**src/rtl/tx_gearbox.sv**
```systemverilog
// tx_gearbox: 66b->32b transmit gearbox for 10GBASE-R. It packs header+2x32b blocks into a 32b stream.
// A 33-cycle sequence accepts 32 words and emits 33, so upstream stalls once per sequence.
module tx_gearbox #(
    localparam int DATA_WIDTH     = 32,
    localparam int HEADER_WIDTH   = 2,
    localparam int SEQUENCE_WIDTH = 6
) (
    input  logic                    i_clk,
    input  logic                    i_reset_n,
    input  logic [DATA_WIDTH-1:0]   i_data,
    input  logic [HEADER_WIDTH-1:0] i_header,
    output logic                    o_ready,
    output logic                    o_header_ready,
    output logic [DATA_WIDTH-1:0]   o_data,
    output logic                    o_data_valid
);
    localparam int APP_WIDTH  = DATA_WIDTH + HEADER_WIDTH;
    localparam int COMB_WIDTH = 2 * DATA_WIDTH + HEADER_WIDTH;

    logic [SEQUENCE_WIDTH-1:0] seq_q, seq_d, lvl_q, lvl_d;
    logic [DATA_WIDTH-1:0]     pend_q, pend_d, data_d;
    logic                      ready_d, hdr_d;
    logic [APP_WIDTH-1:0]      app;
    logic [6:0]                app_w;
    logic [COMB_WIDTH-1:0]     pend_x, app_x, comb;

    // o_ready/o_header_ready describe the word consumed at the coming edge
    assign app    = !o_ready ? '0 : o_header_ready ? {i_data, i_header} : {{HEADER_WIDTH{1'b0}}, i_data};
    assign app_w  = !o_ready ? 7'd0 : o_header_ready ? 7'd34 : 7'd32;
    assign pend_x = {{(COMB_WIDTH - DATA_WIDTH){1'b0}}, pend_q};
    assign app_x  = {{(COMB_WIDTH - APP_WIDTH){1'b0}}, app};

    always_comb begin
        comb = '0;
        for (int i = 0; i < COMB_WIDTH; i++) begin
            comb[i] = (7'(i) < {1'b0, lvl_q}) ? pend_x[i] : app_x[7'(i) - {1'b0, lvl_q}];
        end
        seq_d   = !o_data_valid ? '0 : (seq_q == 6'd32) ? '0 : seq_q + 6'd1;
        lvl_d   = o_data_valid ? 6'(7'(lvl_q) + app_w - 7'd32) : '0;
        pend_d  = comb[2*DATA_WIDTH-1:DATA_WIDTH];
        data_d  = comb[DATA_WIDTH-1:0];
        ready_d = seq_d != 6'd32;
        hdr_d   = (seq_d != 6'd32) && !seq_d[0];
    end

    always_ff @(posedge i_clk or negedge i_reset_n) begin
        if (!i_reset_n) begin
            seq_q          <= '0;
            lvl_q          <= '0;
            pend_q         <= '0;
            o_data         <= '0;
            o_data_valid   <= 1'b0;
            o_ready        <= 1'b0;
            o_header_ready <= 1'b0;
        end else begin
            seq_q          <= seq_d;
            lvl_q          <= lvl_d;
            pend_q         <= pend_d;
            o_data         <= data_d;
            o_data_valid   <= 1'b1;
            o_ready        <= ready_d;
            o_header_ready <= hdr_d;
        end
    end

    // buffer must be empty at every sequence start and the 2 margin bits never reached
    assert property (@(posedge i_clk) disable iff (!i_reset_n)
        (lvl_q <= 6'd32) && (seq_q != 6'd0 || lvl_q == 6'd0) && (comb[COMB_WIDTH-1:2*DATA_WIDTH] == 2'b00));
endmodule

```
**config.mk**
```make
export PLATFORM = sky130hd
export DESIGN_NAME = tx_gearbox
export DESIGN_NICKNAME = d
export VERILOG_FILES = /design/src/rtl/tx_gearbox.sv
export SDC_FILE = /design/constraint.sdc
export NUM_CORES = 1
export LEC_CHECK = 0
export ABC_AREA = 1
export CORE_MARGIN = 3
export CORE_UTILIZATION = 55
export CTS_CLUSTER_DIAMETER = 200
export DETAILED_ROUTE_END_ITERATION = 12
export PLACE_DENSITY = 0.75
export REMOVE_ABC_BUFFERS = 1
export SLEW_MARGIN = 10
export SYNTH_ARGS = -nofsm -noshare
export SYNTH_HDL_FRONTEND = slang
export SYNTH_SLANG_ARGS = --single-unit
```
**constraint.sdc**
```tcl
create_clock -name i_clk -period 3.3 [get_ports i_clk]
set_input_delay 0.495 -clock i_clk [delete_from_list [all_inputs] [get_ports i_clk]]
set_output_delay 0.495 -clock i_clk [all_outputs]
set_load 0.02 [all_outputs]
```
# --- Yosys cells after proc, flatten, opt, wreduce, memory -nomap -nowiden ---
# Index checks and enable logic that the tools add are counted.
totals:
  ff_bits: 79
  input_bits: 36
  output_inout_bits: 35
classes:
  add_sub_neg: 67
  n_lt_le_gt_ge: 127
  n_eq_ne: 2
  mux: 198
  n_reduce_logical: 2
op_table:
  columns: ["op", "n"]
  rows:
  - ["7-bit by 8-bit < comparator with 1-bit output (second input constant)", 64]
  - ["1-bit binary-select mux with 7-bit select", 64]
  - ["6-bit by 6-bit subtractor with 7-bit output (first input constant)", 32]
  - ["6-bit < comparator (first input constant)", 31]
  - ["1-bit two-way mux", 127]
  - ["5-bit by 6-bit subtractor with 7-bit output (first input constant)", 16]
  - ["5-bit by 6-bit < comparator with 1-bit output (first input constant)", 16]
  - ["34-bit two-way mux", 2]
  - ["4-bit by 6-bit subtractor with 7-bit output (first input constant)", 8]
  - ["4-bit by 6-bit < comparator with 1-bit output (first input constant)", 8]
  - ["3-bit by 6-bit subtractor with 7-bit output (first input constant)", 4]
  - ["3-bit by 6-bit < comparator with 1-bit output (first input constant)", 4]
  - ["6-bit two-way mux", 4]
  - ["1-bit by 6-bit subtractor with 7-bit output (first input constant)", 2]
  - ["2-bit by 6-bit subtractor with 7-bit output (first input constant)", 2]
  - ["1-bit by 6-bit < comparator with 1-bit output (first input constant)", 2]
  - ["2-bit by 6-bit < comparator with 1-bit output (first input constant)", 2]
  - ["6-bit by 1-bit adder with 6-bit output (second input constant)", 1]
  - ["6-bit adder", 1]
  - ["6-bit equality test (second input constant)", 1]
  - ["6-bit inequality test (second input constant)", 1]
  - ["6-bit subtractor (second input constant)", 1]
  - ["2-bit two-way mux", 1]
  - ["1-bit logical AND", 1]
  - ["1-bit logical NOT", 1]

# --- Depth between registers and ports, before layout ---
logic_depth:
  depth_word: 5
  mapped_depth: 16

# --- Worst setup path after synthesis ---
# Ideal clock, no wire load.
synth_timing:
  kind: "register to register"
  from: "register lvl_q[3]"
  to: "register o_data[5]"
  setup_time_ns: 0.065
  arrival_time_ns: 2.200
  required_time_ns: 3.235
  setup_slack_ns: 1.035
  stages_incl_launch_ff: 13
  n_path_buf: 3
  synth_period_minus_slack_ns: 2.265
  path_cell_list: "dfrtp_1 buf_4 inv_4 buf_2 ha_1 ha_1 clkbuf_1 inv_1 nor2_1 nand3_1 nor2_1 nand2_1 nand2_1"
synth_between:
  elab_chain_cells: 4
  word_cells_on_any_way: 5
  classes_between: "add/sub (1); order compare (1); mux (3)"
synth_rtl:
  columns: ["element", "line", "source"]
  rows:
  - ["start, declared", "20", "logic [SEQUENCE_WIDTH-1:0] seq_q, seq_d, lvl_q, lvl_d;"]
  - ["start signal, assigned", "57", "lvl_q <= lvl_d;"]
  - ["3-bit by 6-bit subtractor with 7-bit output", "36", "comb[i] = (7'(i) < {1'b0, lvl_q}) ? pend_x[i] : app_x[7'(i) - {1'b0, lvl_q}];"]
  - ["1-bit binary-select mux with 7-bit select", "36", null]
  - ["1-bit two-way mux (not written as such)", "36", null]
  - ["1-bit two-way mux (*)", "36", null]
  - ["via comb[5]", "25", "logic [COMB_WIDTH-1:0] pend_x, app_x, comb;"]
  - ["end signal, assigned", "59", "o_data <= data_d;"]
  - ["end, declared", "14", "output logic [DATA_WIDTH-1:0] o_data,"]
# Mark *: on every way through the listed nets, which the timed path passes. The rest lies on a longest branch. The select of a mux whose other input is x is not followed.

# --- Final worst setup path ---
layout_timing:
  from: "register lvl_q[2]"
  to: "register o_data[12]"
layout_between:
  elab_chain_cells: 4
  word_cells_on_any_way: 5
  classes_between: "add/sub (1); order compare (1); mux (3)"
layout_rtl:
  columns: ["element", "line"]
  rows:
  - ["4-bit by 6-bit subtractor with 7-bit output", "36"]
  - ["1-bit binary-select mux with 7-bit select", "36"]
  - ["1-bit two-way mux (not written as such)", "36"]
  - ["1-bit two-way mux (*)", "36"]
  - ["via comb[12]", "25"]
# Marked as above.

==> results.toml <==
[clock_tree]
hold_buffers = 0
cts-root-buf = "clkbuf_16"
htree_levels = 3
postCtsSetupBuffers = 0
numCtsBuffers = 9
clock_latency_ps = 350
cts_tree = "yes"
cts_resized = 0
ctsLongestPathBuffers = 2
path_clk_slew_ps = 70
cts_sinks = 78

[synth]
yosysSeqAreaShare = 0.259
synthDistinctLibCells = 49
synthAdderAreaFrac = 0.0516
ys_warn_count = 0
synthMuxAreaShare = 0
synth_xor_area_frac = 0.0529
synth_top_family_by_area = "simple AND/OR/NAND/NOR gates"
avgSynthCellArea_sq_um = 6.42
syn-cell-area_sq_um = 7520
synth_seq_cells = 78
synth-simple-area-share = 0.419
synth-compound-area-share = 0.109
syn_inst = 1171

[route]
ant_nets = 0
drc_errors = 0
drt_iter0_drc = 982
via_per_inst = 5.88
wl_um = 25400
firstDrtPassIters = 7
num_vias = 8210
wire_per_inst_um = 18.2

[final_layout]
n_fill_cell = 1257
insertedDiodeCount = 0
final_core_util = 0.640
regArea_sq_um = 1950
layout-drive-gt1-share = 0.0614
syn_to_final_growth_pct = 13.2
instances_no_fill = 1397
final_cell_area_sq_um = 8510
final_nets = 1283
multi_input_area_sq_um = 4770

[setup_path]
rrSetupSlack_ps = 440
cpLargestDelayFamily = "simple AND/OR/NAND/NOR gates"
cp-end-kind = "flip-flop"
arrival_ps = 3140
slowest_stage = "dfrtp_1"
critPathLaunch = "lvl_q[2]$_DFF_PN0_"
rr_endpoint = "o_data[12]$_DFF_PN0_"
crit_type = "reg2reg"
crit_buf_inv = 3
cp_slowest_stage_delay_ps = 510
cp-start-kind = "flip-flop"
worstPathMaxFanout = 20
crit_required_ps = 3580
worstReg2RegStart = "lvl_q[2]$_DFF_PN0_"
crit_top_cell = "nor2_1"
worstPathCellList = "inv_2 > ha_1 > buf_4 > clkinv_1 > nor2_1 > nand2_1 > nor2_1 > nor2_1 > nor2_1 > nand2_1 > nand2_1"
reg2reg_depth = 11

[grt]
grt_max_degree = 79
grt_overflow = 0
antenna_found_initial = 0
grt_pass1_wl_um = 39800
first_global_vias = 7542
track_usage = 0.344

[sta]
relSlewSlack = 0.333
fin_crit_sh = 0.867
timing.final.crit_period_ps = 2860
rsz0062_at_grt = "no"
clock_skew_ps = 11.5
fmaxAchievable_mhz = 350
whs_ps = 295
slew_viol_final = 0
tns_ps = 0
tightestPinTransition_ps = 1000
setup_viol = 0
hold_viol = 0

[power_and_ir_drop]
p_leak_nw = 4.41
p_per_area_nw_per_um2 = 512
vdd_drop_max_mv = 0.474

[worst_hold_path]
hold_class = "in2async"

[placement]
numPortBuffers = 70
globalplace.congestion = 1.02
postPlaceCellArea_sq_um = 8220
dpl.hpwl_um = 19600
placedCellCount = 1381

[floorplanning]
core_sq_um = 13300
die_x_um = 123
rows = 42
initial_core_util = 0.566
fp.dieH_um = 123
io_pins = 71
dieArea_sq_um = 15100

[outcome]
outcome = "complete, no violations"

[job]
max_cap_viol_count = 0
-- flip-flops by register name (all words and copies together) (netlist names) --
signal,cells
pend_q,32
lvl_q,5
o_header_ready,1
o_ready,1
o_data,32
seq_q,6
o_data_valid,1
-- cells by family after synthesis --
| kind of cell | Yosys count |
|---|---|
| other cells | 1 |
| simple gates | 710 |
| xor+xnor | 36 |
| flops | 78 |
| fa+ha+maj | 31 |
| compound gates | 142 |
| buf+inv | 173 |
-- power breakdown --
part / internal [mW] / switching, mW / leakage, nW / total (mW)
combinational: 0.750 / 1.39 / 3.27 / 2.14
clock: 0.591 / 0.416 / 0.136 / 1.01
sequential: 1.15 / 0.0663 / 1.00 / 1.22
-- cell usage in the layout (no fill, tap or decap), drive strengths merged, types with 2 or more instances in the layout --
master	netlist	layout
nand2	333	333
o21ai	64	64
clkinvlp	0	3
nand3	243	243
nand4	44	44
o21a	2	2
a211o	3	3
a21oi	51	51
xnor2	2	2
xor2	34	34
o211ai	6	6
clkbuf	4	10
inv	121	123
a211oi	10	10
dfrtp	78	78
ha	31	31
nor4	2	2
nor3	3	3
buf	47	16
clkdlybuf4s50	0	69
nor2	83	83
-- how the worst max path moves through the flow --
stage / end / cells past startpoint / slack [ps]
6_report: o_data[12]$_DFF_PN0_ / 11 / 440
5_1_grt: o_data[12]$_DFF_PN0_ / 11 / 220
4_1_cts: o_data[12]$_DFF_PN0_ / 11 / 490
3_5_place_dp: o_data[12]$_DFF_PN0_ / 11 / 560
3_3_place_gp: o_data[4]$_DFF_PN0_ / 11 / 610
2_1_floorplan: o_data[12]$_DFF_PN0_ / 10 / -110
-- synthesized netlist by cell type, drive strengths merged --
cell type / instances / area (sq um)
o21a: 2 / 15.0
a211oi: 10 / 75.1
clkbuf: 4 / 15.0
nand2: 333 / 1250
nand4: 44 / 282
o2111a: 1 / 11.3
o31ai: 1 / 7.51
a21oi: 51 / 259
clkinv: 1 / 3.75
nor3: 3 / 15.0
a31oi: 1 / 6.26
o211ai: 6 / 45.0
a211o: 3 / 26.3
or2: 1 / 6.26
o21bai: 1 / 7.51
xnor2: 2 / 25.0
nand3: 243 / 1220
a41oi: 1 / 8.76
ha: 31 / 388
nor3b: 1 / 7.51
dfrtp: 78 / 1950
o21ai: 64 / 350
xor2: 34 / 373
o2111ai: 1 / 8.76
inv: 121 / 462
buf: 47 / 324
nor4: 2 / 18.8
nor2: 83 / 353
conb: 1 / 3.75
-- metal layers --
layer  GRT usage  part of all wire  vias up  routed length (um)
li1            -                 -     3986                   -
met1       0.460              0.42     3746               10600
met2       0.535              0.45      402               11400
met3      0.0695             0.087       76                2200
met4       0.158             0.046        0                1160
met5           0                 0        -                   0
-- through the flow --
stage               setup slack (ps)  power (mW)
CTS                              493        4.35
detailed placement               557        3.33
floorplan                       -111        2.51
finish                           440        4.36
global route                     219        4.64
global placement                 613        3.32
-- layout make-up --
| type | count | share of cell area |
|---|---|---|
| repair buffers | 85 | 0.0952 |
| clock inverters | 6 | 0.00823 |
| flip-flops and latches | 78 | 0.229 |
| inverters | 122 | 0.0547 |
| clock buffers | 10 | 0.0269 |
| multi-input cells | 920 | 0.560 |
| well taps | 176 | 0.0259 |
Power figures use the tool's default switching activity.
==> edit, RTL diff (same flow settings) <==
Reset style: synchronous (`i_reset_n`), changed in one clocked block.
--- a/src/rtl/tx_gearbox.sv
+++ b/src/rtl/tx_gearbox.sv
@@ -43,7 +43,7 @@
         hdr_d   = (seq_d != 6'd32) && !seq_d[0];
     end
 
-    always_ff @(posedge i_clk or negedge i_reset_n) begin
+    always_ff @(posedge i_clk) begin
         if (!i_reset_n) begin
             seq_q          <= '0;
             lvl_q          <= '0;
Behaviour: differs if i_reset_n is asserted again (counterexample within 4 cycles, from zero or initial values and one cycle with i_reset_n low); with i_reset_n held inactive, the same outputs for 4 cycles.
==> edit against the original RTL <==
  * Sequential cell count unchanged
  * Synthesized area is 4.5% lower
  * Routed wire length decreased by 0.17%
  * Global-route usage grew 0.40 points
  * Utilization is 0.67 points higher
  * Final area is 3.7% lower
  * Worst setup slack improved by 0.17 ns
  * Critical path type unchanged
Power is not compared: it rests on default switching activity, and its combinational part moved more than twofold at a synthesized area within 25%.
==> edit: results (changes against the original RTL) <==
.. list-table::
   :header-rows: 1

   * - Metric
     - Value
   * - Arr. time, crit path
     - 2.92 ns (was 3.14 ns)
   * - Detailed Routing Iterations Pass 1
     - 6 (was 7)
   * - Routability congestion estimate
     - 1.04 (was 1.02)
   * - Leading post-synthesis cells by cell area
     - dfxtp_1, nand3_1, nand2_1 (was dfrtp_1, nand2_1, nand3_1)
   * - Source of the worst register-to-register timing path
     - lvl_q[2] (unchanged)
   * - Leakage Power
     - 3.88 nW
   * - Proportion of synthesized chip area in sequential cells
     - 0.217 (was 0.259)
   * - Yosys cell types
     - 51 (was 49)
   * - Largest driver fanout on the critical path
     - 17 (was 20)
   * - Overall track demand over capacity in global routing
     - 0.348 (was 0.344)
   * - Post-detailed-placement half-perimeter wirelength
     - 19600 um (about the same)
   * - Minimum setup slack among reg-to-reg paths
     - 0.61 ns (was 0.44 ns)
   * - DRC violation total after the first TritonRoute iteration
     - 1054 (was 982)
   * - Max Clock Skew
     - 0.00507 ns (was 0.0115 ns)
   * - Synth cell count leaders
     - nand2_1, nand3_1, inv_1, a21oi_1, dfxtp_1 (was nand2_1, nand3_1, inv_1, dfrtp_1, nor2_1)
   * - Path depth of the worst reg2reg path
     - 10 (was 11)
   * - Share of final-layout standard cells stronger than drive strength 1
     - 0.0643 (was 0.0614)
   * - Pin count of the biggest net entering global routing
     - 41 (was 79)
   * - Relative max-transition margin
     - 0.480 (was 0.333)
   * - Synth async-reset ratio
     - 0 (was 1.00)
   * - Starting Density
     - 0.567 (was 0.566)
   * - Result of the run
     - complete, no violations (unchanged)
   * - Endpoint of the most critical register-to-register path
     - o_data[25] (was o_data[12])
   * - First-pass GRT wire length
     - 39400 um (was 39800 um)
   * - Worst Hold Class
     - flip-flop to flip-flop (was input port to asynchronous set/reset pin)
   * - Number of nets in the layout
     - 1277 (was 1283)
   * - Via density per instance
     - 5.99 (was 5.88)
==> edit: changes by cell type after synthesis, sizes merged, moves of 4 or more <==
cell / change
nand2: -35
dfxtp: +78
o21ai: -19
a31oi: +5
o2111ai: +4
dfrtp: -78
clkbuf: +8
xor2: -5
nor2: -30
a21oi: +45
nand3: +17
==> edit: worst max-delay path: stages, from the launching register on <==
cell	delay, ns
dfxtp_1	0.32
inv_2	0.28
ha_1	0.66
xor2_2	0.49
inv_2	0.24
nand3_1	0.16
nand3_1	0.08
nand2_1	0.15
nand2_1	0.07
nand2_1	0.06
a21oi_1	0.06
==> edit: logic make-up (layout without fill, tap and decap cells) <==
logic type | after synthesis | after routing | share of synthesized area
and+or+nand+nor | 666 | 666 | 0.424
buffers and inverters | 180 | 228 | 0.114
AOI/OAI and AO/OA | 176 | 176 | 0.139
DFF | 78 | 78 | 0.217
xor gates and xnor gates | 34 | 34 | 0.0504
adders and majority gates | 32 | 32 | 0.0558
==> edit: metal layers <==
layer / up-vias / global-route usage / part of all wire
li1: 4018 / - / -
met3: 60 / 0.0486 / 0.089
met2: 459 / 0.558 / 0.45
met5: - / 0 / 0
met4: 0 / 0.157 / 0.041
met1: 3763 / 0.466 / 0.42
==> edit: worst max path at each step <==
stage                 end  slack, ns  cells after the start
2_1_floorplan  o_data[29]       0.04                     10
3_3_place_gp   o_data[29]       0.75                     11
3_5_place_dp   o_data[24]       0.68                     10
4_1_cts        o_data[29]       0.65                     11
5_1_grt        o_data[25]       0.40                     10
6_report       o_data[25]       0.61                     10
==> edit: layout make-up <==
class / count / share of cell area
timing repair buffer: 90 / 0.104
multi-input combinational: 908 / 0.586
clock buffer: 9 / 0.0275
sequential: 78 / 0.191
inverter: 122 / 0.0565
clock inverter: 7 / 0.00977
tap: 172 / 0.0262
==> edit: power by group through the flow <==
stage / logic, mW / registers, mW / clock network [mW]
6_report: 0.727 / 1.02 / 1.04
3_5_place_dp: 0.706 / 1.04 / 0
2_1_floorplan: 0.382 / 1.09 / 0
4_1_cts: 0.710 / 1.02 / 1.04
3_3_place_gp: 0.702 / 1.04 / 0
5_1_grt: 0.794 / 1.02 / 1.08
==> edit: stage by stage <==
| stage | instance area [sq um] | worst slack [ns] | std cells | hold slack (ns) |
|---|---|---|---|---|
| floorplan | 6830 | 0.0406 | 1108 | 0.429 |
| global placement | 7890 | 0.752 | 1370 | 0.434 |
| detailed placement | 7890 | 0.683 | 1370 | 0.439 |
| CTS | 8200 | 0.654 | 1386 | 0.448 |
| global route | 8200 | 0.398 | 1386 | 0.472 |
| finish | 8200 | 0.606 | 1386 | 0.446 |
